[config.mk]
export PLATFORM = sky130hd
export DESIGN_NAME = multicycle_controller
export DESIGN_NICKNAME = d
export VERILOG_FILES = /design/src/rtl/cpu_pkg.sv /design/src/rtl/multicycle_controller.sv
export SDC_FILE = /design/constraint.sdc
export NUM_CORES = 1
export LEC_CHECK = 0
export BUFFER_PORTS_ARGS = -buffer_cell sky130_fd_sc_hd__buf_2
export CAP_MARGIN = 20
export CORE_MARGIN = 2
export CORE_UTILIZATION = 46
export DETAILED_ROUTE_END_ITERATION = 8
export GPL_ROUTABILITY_DRIVEN = 0
export PLACE_DENSITY = 0.78
export SYNTH_ARGS = -nofsm -noshare
export SYNTH_HDL_FRONTEND = slang
export SYNTH_SLANG_ARGS = --single-unit
[constraint.sdc]
create_clock -name clk -period 2.1 [get_ports clk]
set_clock_uncertainty 0.05 [all_clocks]
set_input_delay 0 -clock clk [delete_from_list [all_inputs] [get_ports clk]]
set_output_delay 0 -clock clk [all_outputs]
set_load 0.05 [all_outputs]
[src/rtl/cpu_pkg.sv]
// Shared definitions for the 23-bit-instruction CPU: opcodes, controller
// states, ALU operation codes and instruction field positions.
package cpu_pkg;

    localparam logic [4:0] OP_NOP   = 5'd0;
    localparam logic [4:0] OP_ADD   = 5'd1;
    localparam logic [4:0] OP_SUB   = 5'd2;
    localparam logic [4:0] OP_AND   = 5'd3;
    localparam logic [4:0] OP_OR    = 5'd4;
    localparam logic [4:0] OP_LOAD  = 5'd5;
    localparam logic [4:0] OP_STORE = 5'd6;
    localparam logic [4:0] OP_LOADI = 5'd7;
    localparam logic [4:0] OP_BEQ   = 5'd8;
    localparam logic [4:0] OP_JMP   = 5'd9;
    localparam logic [4:0] OP_HALT  = 5'd31;

    typedef enum logic [2:0] {
        S_IDLE,
        S_FETCH,
        S_DECODE,
        S_EXEC,
        S_MEM,
        S_WB,
        S_HALT
    } state_t;

    localparam logic [2:0] ALU_ADD    = 3'd0;
    localparam logic [2:0] ALU_SUB    = 3'd1;
    localparam logic [2:0] ALU_AND    = 3'd2;
    localparam logic [2:0] ALU_OR     = 3'd3;
    localparam logic [2:0] ALU_PASS_B = 3'd4;

    localparam int INSTR_W     = 23;
    localparam int OPCODE_MSB  = 22;
    localparam int OPCODE_LSB  = 18;
    localparam int REGD_MSB    = 17;
    localparam int REGD_LSB    = 16;
    localparam int REGS_MSB    = 15;
    localparam int REGS_LSB    = 14;
    localparam int REGT_MSB    = 13;
    localparam int REGT_LSB    = 12;
    localparam int OFFSET_MSB  = 11;
    localparam int OFFSET_LSB  = 0;

    function automatic logic is_legal(input logic [4:0] op);
        return (op <= OP_JMP) || (op == OP_HALT);
    endfunction

    // Returns {alu_op, alu_src_imm}; anything without an ALU role gets ADD/regT.
    function automatic logic [3:0] alu_decode(input logic [4:0] op);
        case (op)
            OP_ADD:            return {ALU_ADD, 1'b0};
            OP_SUB:            return {ALU_SUB, 1'b0};
            OP_AND:            return {ALU_AND, 1'b0};
            OP_OR:             return {ALU_OR, 1'b0};
            OP_LOAD, OP_STORE: return {ALU_ADD, 1'b1};
            OP_LOADI:          return {ALU_PASS_B, 1'b1};
            OP_BEQ:            return {ALU_SUB, 1'b0};
            default:           return {ALU_ADD, 1'b0};
        endcase
    endfunction

endpackage

[src/rtl/multicycle_controller.sv]
// Multi-cycle control FSM: fetch, decode, execute, memory and writeback
// sequencing plus a wrapping retired-instruction counter.
module multicycle_controller
    import cpu_pkg::*;
#(
    parameter int CNT_W = 16,
    localparam int OP_W = 5
) (
    input  logic             clk,
    input  logic             rst_n,
    input  logic             start,
    input  logic [OP_W-1:0]  opcode,
    input  logic             zero,
    input  logic             mem_ready,
    output logic             mem_rd,
    output logic             mem_wr,
    output logic             ir_load,
    output logic             pc_inc,
    output logic             pc_load,
    output logic [2:0]       alu_op,
    output logic             alu_src_imm,
    output logic             reg_we,
    output logic             wb_sel,
    output logic             busy,
    output logic             halted,
    output logic             illegal,
    output logic [CNT_W-1:0] instr_count
);

    state_t            state_q, state_d;
    logic [OP_W-1:0]   op_q, op_d;
    logic [CNT_W-1:0]  cnt_q, cnt_d;
    logic              retire;

    always_ff @(posedge clk or negedge rst_n) begin
        if (!rst_n) begin
            state_q <= S_IDLE;
            op_q    <= '0;
            cnt_q   <= '0;
        end else begin
            state_q <= state_d;
            op_q    <= op_d;
            cnt_q   <= cnt_d;
        end
    end

    // All outputs are decoded from state_q/op_q, so reset clears them at once.
    always_comb begin
        state_d     = state_q;
        op_d        = op_q;
        retire      = 1'b0;
        mem_rd      = 1'b0;
        mem_wr      = 1'b0;
        ir_load     = 1'b0;
        pc_inc      = 1'b0;
        pc_load     = 1'b0;
        alu_op      = ALU_ADD;
        alu_src_imm = 1'b0;
        reg_we      = 1'b0;
        wb_sel      = 1'b0;
        halted      = 1'b0;
        illegal     = 1'b0;
        busy        = (state_q != S_IDLE) && (state_q != S_HALT);

        unique case (state_q)
            S_IDLE: begin
                if (start) begin
                    state_d = S_FETCH;
                end
            end
            S_FETCH: begin
                mem_rd = 1'b1;
                if (mem_ready) begin
                    ir_load = 1'b1;
                    pc_inc  = 1'b1;
                    state_d = S_DECODE;
                end
            end
            S_DECODE: begin
                op_d = opcode;
                if (!is_legal(opcode) || opcode == OP_NOP) begin
                    illegal = !is_legal(opcode);
                    retire  = 1'b1;
                    state_d = S_FETCH;
                end else if (opcode == OP_HALT) begin
                    retire  = 1'b1;
                    state_d = S_HALT;
                end else begin
                    state_d = S_EXEC;
                end
            end
            S_EXEC: begin
                {alu_op, alu_src_imm} = alu_decode(op_q);
                case (op_q)
                    OP_ADD, OP_SUB, OP_AND, OP_OR, OP_LOADI: state_d = S_WB;
                    OP_LOAD, OP_STORE:                       state_d = S_MEM;
                    OP_BEQ: begin
                        pc_load = zero;
                        retire  = 1'b1;
                        state_d = S_FETCH;
                    end
                    OP_JMP: begin
                        pc_load = 1'b1;
                        retire  = 1'b1;
                        state_d = S_FETCH;
                    end
                    default: state_d = S_FETCH;
                endcase
            end
            S_MEM: begin
                {alu_op, alu_src_imm} = alu_decode(op_q);
                if (op_q == OP_STORE) begin
                    mem_wr = 1'b1;
                end else begin
                    mem_rd = 1'b1;
                end
                if (mem_ready) begin
                    if (op_q == OP_STORE) begin
                        retire  = 1'b1;
                        state_d = S_FETCH;
                    end else begin
                        state_d = S_WB;
                    end
                end
            end
            S_WB: begin
                {alu_op, alu_src_imm} = alu_decode(op_q);
                reg_we  = 1'b1;
                wb_sel  = (op_q == OP_LOAD);
                retire  = 1'b1;
                state_d = S_FETCH;
            end
            S_HALT: begin
                halted = 1'b1;
            end
            default: state_d = S_IDLE;
        endcase
    end

    assign cnt_d       = retire ? cnt_q + CNT_W'(1) : cnt_q;
    assign instr_count = cnt_q;

endmodule

==> summary.md, run 1 <==
| Metric | Value |
|---|---|
| Setup violators final | `0` |
| RSZ-0062 raised after global routing | `no` |
| Mapped cell area | `1632 um2` |
| Via/cell ratio | `5.523` |
| Gr ovfl total | `0` |
| Layout Utilization | `60.04%` |
| Worst r2r src | `op_q[1]$_DFFE_PN0P_` |
| Final worst-path cycle share | `94.41%` |
| Synth Net Count | `176` |
| Status | `finished, final reports clean` |
| Peak supply drop | `0.4387 mV` |
| Crit-path cells | `and4bb_2, a21oi_2, nand3_2, o21ai_2, mux2_2` |
| Die span in y | `63.56 um` |
| Seq cells post-synth | `24` |
| Worst Setup EP | `instr_count[1]$_DFFE_PN0P_` |
| Worst-Margin Slew | `0.5042 ns` |
| Antenna cells | `0` |
| Total number of H-tree levels | `1` |
| Root Driver | `clkbuf_4` |
| Fmax | `0.5044 GHz` |
| Ys Warns | `0` |
| Synth top area share | `36.81%` |
| Reg2reg setup slack | `0.12 ns` |
| FFs w/ async S/R, synth | `100.0%` |
| Netlist cell types | `49` |
| Worst skew pair latency | `0.32 ns` |
| Req. time, crit path | `2.27 ns` |
| Crit. Startpoint | `op_q[1]$_DFFE_PN0P_` |
| Die Width | `63.56 um` |
| Cell Rows | `21` |
| Net count, final | `226` |
| Max Transition Viols Final | `0` |
| Core ar. | `3363 um2` |
| CTS tree | `done` |
| Final wirelength | `3593 um` |
| CP endpoint kind | `register` |
| PwrDens | `1191 nW/um2` |
| Post-DP HPWL | `2640 um` |
| Initial Utilization | `48.51%` |
| Area leader, netlist | `dfrtp_1` |
| Critical R2R Capture | `instr_count[1]$_DFFE_PN0P_` |
| Post-synth EDFFs | `0` |
| Largest stage delay, worst path | `0.50 ns` |
| I/O pin count | `40` |
| Hold Crit Class | `primary input to register` |
| Clk slew on worst S/H paths | `0.12 ns` |
| Layout area overhead | `23.77%` |
| Worst path slowest cell | `dfrtp_1` |
| Cell depth of the worst setup path | `5` |
| First-iteration detailed-routing DRC count | `151` |
| Top FF cell, synth | `dfrtp_1` |
| Max FO, Critical Path | `15` |
| Syn avg cell area | `10.01 um2` |
| Period minus WS final | `1.983 ns` |
| Setup WS pre-CTS | `0.1536 ns` |
| Sequential fraction of the synthesis area | `36.81%` |
| R2r worst-path depth | `5` |
| CTS Buf Count | `3` |
| Initial antenna violation count | `0` |
| IO buf count | `39` |
| Worst Path Class, Setup | `register to register` |
| Clock sink count | `24` |
| Clock Path Buffers | `2` |
| Post-Synthesis Cells | `163` |
| Fraction of layout cells with a size suffix above 1 | `37.74%` |
| Delay-heaviest family, CP | `simple AND/OR/NAND/NOR gates` |
| Per-cell routed wire length | `13.93 um` |
| Largest net degree at the start of global routing | `25` |
| Fillcell total | `308` |
| Leakage power | `0.9367 nW` |
| First-pass detailed-route iteration total | `4` |
| Slew headroom | `66.39%` |
| Total die area | `4039 um2` |
| ANT nets after route | `0` |
| Vias in the first global route | `1368` |
| Worst setup margin | `0.1174 ns` |
| Final hold vios | `0` |
| Largest cells by area after synthesis | `dfrtp_1 37%, xnor2_1 8.6%, mux2_2 4.1%, o211ai_1 3.2%, o2111ai_2 2.8%` |
| First-pass GRT wire length | `6113 um` |
| CP Launch Type | `register` |
| Max Cap Viol | `0` |
| Vias | `1425` |
| GRT Util Overall | `18.58%` |
| DRC | `0` |
| Worst Path Arrival | `2.16 ns` |
| Buf/Inv on CP | `0` |
flip-flops by register name (all words and copies together), names as in the netlist:
register / count
state_q: 3
instr_count: 16
op_q: 5
through the flow:
stage / hold slack (ns) / std cells / setup TNS (ns) / power, mW / cell area, um2
finish: 0.05992 / 258 / 0 / 2.406 / 2019
global route: 0.1121 / 258 / 0 / 2.561 / 2019
CTS: 0.05621 / 256 / 0 / 2.376 / 1998
detailed placement: -0.04251 / 246 / 0 / 2.121 / 1902
global placement: -0.05097 / 246 / 0 / 2.100 / 1902
floorplan: -0.3456 / 163 / -0.01641 / 1.804 / 1644
where the power goes:
part	leakage [nW]	internal (mW)	switching, mW	total (mW)
logic	0.600	0.526	0.918	1.44
clock network	0.0210	0.106	0.137	0.243
registers	0.316	0.570	0.150	0.719
total	0.937	1.20	1.20	2.41
layout make-up:
class,instances,area [um2],area share [%]
clock buffer,4,36.28,1.797
tap,46,57.56,2.850
timing repair buffer,55,345.3,17.10
inverter,3,11.26,0.5576
sequential,24,601.8,29.80
multi-input combinational,126,967.2,47.89
repair_timing:
item | 4_1_cts | 5_1_grt
hold endpoints to repair | 29 | 0
setup endpoints to repair | 0 | 5
hold buffers | 6 | 0
gates resized for setup | 0 | 3
setup buffers | 0 | 2
cells in the mapped netlist (3+ instances only):
library cell and n:
nand2_1 8, o2111ai_2 3, xnor2_1 16, nor2b_1 4, o2111ai_1 4, and3_1 6
nor3_1 4, buf_2 3, nor2_1 11, a21oi_1 8, inv_1 3, nand2b_1 5
mux2_2 6, ha_1 3, dfrtp_1 24, o21ai_0 5, buf_4 3, and4_1 4
o211ai_1 7
worst reg2reg max path: stages (launching register included):
cell and delay [ns]:
dfrtp_1 0.50, and4bb_2 0.31, a21oi_2 0.13, nand3_2 0.28, o21ai_2 0.27, mux2_2 0.35
cell families (layout without fill, tap and decap cells):
group,Yosys count,after routing,synth area share (%)
AND/OR/NAND/NOR,60,60,22.62
AO/OA/AOI/OAI,40,40,20.17
flip-flops,24,24,36.81
XOR/XNOR,17,17,9.126
buffers and inverters,13,62,4.831
multiplexers,6,6,4.141
adder cells (fa/ha/maj),3,3,2.301
layer usage:
metal / track usage [%] / vias to the layer above / wire, um
met3: 2.143 / 7 / 153
met4: 7.609 / 0 / 75
met2: 30.66 / 40 / 1684
li1: - / 707 / -
met1: 24.72 / 671 / 1680
met5: 0 / - / 0
worst min-delay path by stage:
stage               from                          end  cells past startpoint
6_report       mem_ready       state_q[0]$_DFFE_PN0P_                      4
5_1_grt        mem_ready       state_q[0]$_DFFE_PN0P_                      4
4_1_cts        mem_ready       state_q[0]$_DFFE_PN0P_                      4
3_5_place_dp       rst_n  instr_count[15]$_DFFE_PN0P_                      1
3_3_place_gp       rst_n  instr_count[11]$_DFFE_PN0P_                      1
2_1_floorplan      rst_n   instr_count[0]$_DFFE_PN0P_                      0
layout by cell type, fill, tap and decap left out, types with 5 or more instances in the layout:
cell type       n
o211ai_1        7
buf_2          38
dfrtp_1        23
nor2_1         11
dlygate4sd3_1   6
mux2_2          6
a21oi_1         8
xnor2_1        16
nand2b_1        5
nand2_1         8
buf_4           9
o21ai_0         5
and3_1          6
No activity file was read; power rests on OpenSTA's default activity.
==> inputs of run 2 (changes only) <==
--- a/config.mk
+++ b/config.mk
@@ -12,6 +12,8 @@
 export DETAILED_ROUTE_END_ITERATION = 8
 export GPL_ROUTABILITY_DRIVEN = 0
 export PLACE_DENSITY = 0.78
+export RECOVER_POWER = 25
+export SLEW_MARGIN = 20
 export SYNTH_ARGS = -nofsm -noshare
 export SYNTH_HDL_FRONTEND = slang
 export SYNTH_SLANG_ARGS = --single-unit
==> constraint.sdc (replaced) <==
create_clock -name clk -period 2 [get_ports clk]
set_clock_uncertainty 0.05 [all_clocks]
set_input_delay 0 -clock clk [delete_from_list [all_inputs] [get_ports clk]]
set_output_delay 0 -clock clk [all_outputs]
set_load 0.05 [all_outputs]
==> summary.md, run 2 (same netlist as run 1, synthesis figures left out) <==
| Metric | Value |
|---|---|
| Status | `finished, final reports clean` |
| Storage cell area | `603.1 um2 (+0.21%)` |
| Period minus WS final | `1.927 ns` |
| Clock Path Buffers | `2 (unchanged)` |
| Vias | `1448 (+1.6%)` |
| Root Driver | `clkbuf_4` |
| Max Cap Viol | `0 (unchanged)` |
| Post-route setup TNS | `0 ns (unchanged)` |
| Total die area | `4039 um2 (unchanged)` |
| Cell Rows | `21 (unchanged)` |
| CP Launch Type | `register` |
| Final worst-path cycle share | `96.35%` |
| Initial antenna violation count | `0 (unchanged)` |
| Req. time, crit path | `1.95 ns (-0.32 ns)` |
| First-iteration detailed-routing DRC count | `156 (+3.3%)` |
| Die span in y | `63.56 um (unchanged)` |
| Post-CTS Setup Bufs | `0 (unchanged)` |
| Largest net degree at the start of global routing | `25 (unchanged)` |
| Final wirelength | `3575 um (-0.50%)` |
| Clk slew on worst S/H paths | `0.13 ns (about the same)` |
| First-pass GRT wire length | `6092 um (-0.34%)` |
| Layout area overhead | `24.85%` |
| Net count, final | `228 (+0.88%)` |
| Worst-Margin Slew | `1.249 ns (+0.7447 ns)` |
| WL met3 | `157 um (+2.6%)` |
| CTS tree | `done` |
| Vias in the first global route | `1357 (-0.80%)` |
| Area of the multi-input gates | `982.2 um2 (+1.6%)` |
| CTS Buf Count | `3 (unchanged)` |
| Peak supply drop | `0.4902 mV (+12%)` |
| Setup WS pre-CTS | `0.07728 ns (-0.07637 ns)` |
| Die Width | `63.56 um (unchanged)` |
| Antenna cells | `0 (unchanged)` |
| Slew headroom | `16.74% (-50 points)` |
| Leakage power | `0.9423 nW (+0.60%)` |
| PwrDens | `1253 nW/um2 (+5.2%)` |
| M1 wire length | `1680 um (unchanged)` |
| Hold Worst Slack | `0.08287 ns (+0.02295 ns)` |
| First-pass detailed-route iteration total | `4 (unchanged)` |
| Worst setup margin | `0.07308 ns (-0.04433 ns)` |
| CP endpoint kind | `output pin` |
| Worst Path Class, Setup | `register to output pin` |
| Gr ovfl total | `0 (unchanged)` |
| R2r worst-path depth | `5 (unchanged)` |
| Hold Crit Class | `primary input to register` |
| Most common cell after layout, fill and taps aside | `buf_2` |
| Via/cell ratio | `5.569 (+0.83%)` |
| Max layer used | `met4` |
| Post-DP HPWL | `2680 um (+1.5%)` |
| Hold path cells | `4 (unchanged)` |
| DRC | `0 (unchanged)` |
| Fillcell total | `297 (-3.6%)` |
| Met2 routed wirelength | `1707 um (+1.4%)` |
| Setup violators final | `0 (unchanged)` |
| Core ar. | `3363 um2 (unchanged)` |
| Final hold vios | `0 (unchanged)` |
| Clock sink count | `24 (unchanged)` |
| Total number of H-tree levels | `1 (unchanged)` |
| Worst skew pair latency | `0.32 ns (about the same)` |
| ANT nets after route | `0 (unchanged)` |
| Fmax | `0.5190 GHz` |
| Max FO, Critical Path | `6 (-9)` |
| IO buf count | `39 (unchanged)` |
| Tot Pwr | `2.553 mW (+6.1%)` |
| I/O pin count | `40 (unchanged)` |
| Per-cell routed wire length | `13.75 um (-1.3%)` |
| Fraction of layout cells with a size suffix above 1 | `39.72% (+2.0 points)` |
| Commonest non-fill, non-tap cells in the layout | `37 x buf_2, 22 x dfrtp_1, 16 x xnor2_1` |
| Reg2reg setup slack | `0.10 ns (-0.02 ns)` |
| Initial Utilization | `48.51% (unchanged)` |
| Max Transition Viols Final | `0 (unchanged)` |
| Worst Path Arrival | `1.88 ns (-0.28 ns)` |
| Max reg flops | `16 (unchanged)` |
| GRT Util Overall | `18.54% (-0.045 points)` |
[run 2: per-layer routing]
metal	vias to the layer above	GRT usage, %
li1	709	-
met1	693	24.46
met2	42	31.71
met3	4	2.679
met4	0	4.891
met5	-	0
[run 2: repair_timing]
item                       CTS  global route
gates resized for setup      1             5
setup endpoints to repair    1             8
pin swaps                    0             0
hold endpoints to repair    29             0
hold buffers                 6             0
[run 2: worst max-delay path, stage by stage, from the launching register on]
cell	delay, ns
dfrtp_1	0.46
buf_4	0.17
or3b_2	0.49
nor3_2	0.17
buf_2	0.28
[run 2: layout make-up]
class	instances	share of cell area (%)
clock buffers	4	1.781
well taps	46	2.826
flip-flops and latches	24	29.61
inverters	3	0.5528
multi-input cells	126	48.22
repair buffers	57	17.01
[run 2: per-stage QoR]
stage / std cells / util [%] / instance area [um2]
floorplan: 163 / - / 1649
global placement: 250 / 57.22 / 1924
detailed placement: 250 / 57.22 / 1924
CTS: 260 / 60.16 / 2023
global route: 260 / 60.57 / 2037
finish: 260 / 60.57 / 2037
[run 2: final timing paths]
kind	end	startpoint
min	state_q[2]$_DFFE_PN0P_	mem_ready
max in group asynchronous	op_q[4]$_DFFE_PN0P_	rst_n
min reg2reg	instr_count[10]$_DFFE_PN0P_	instr_count[10]$_DFFE_PN0P_
min in group asynchronous	instr_count[6]$_DFFE_PN0P_	rst_n
max	alu_src_imm	op_q[2]$_DFFE_PN0P_
max reg2reg	instr_count[1]$_DFFE_PN0P_	op_q[1]$_DFFE_PN0P_
[run 2: where the power goes]
group / internal [mW] / switching [mW] / leakage [nW]
clock network: 0.111 / 0.141 / 0.0210
registers: 0.600 / 0.169 / 0.315
logic: 0.561 / 0.971 / 0.607
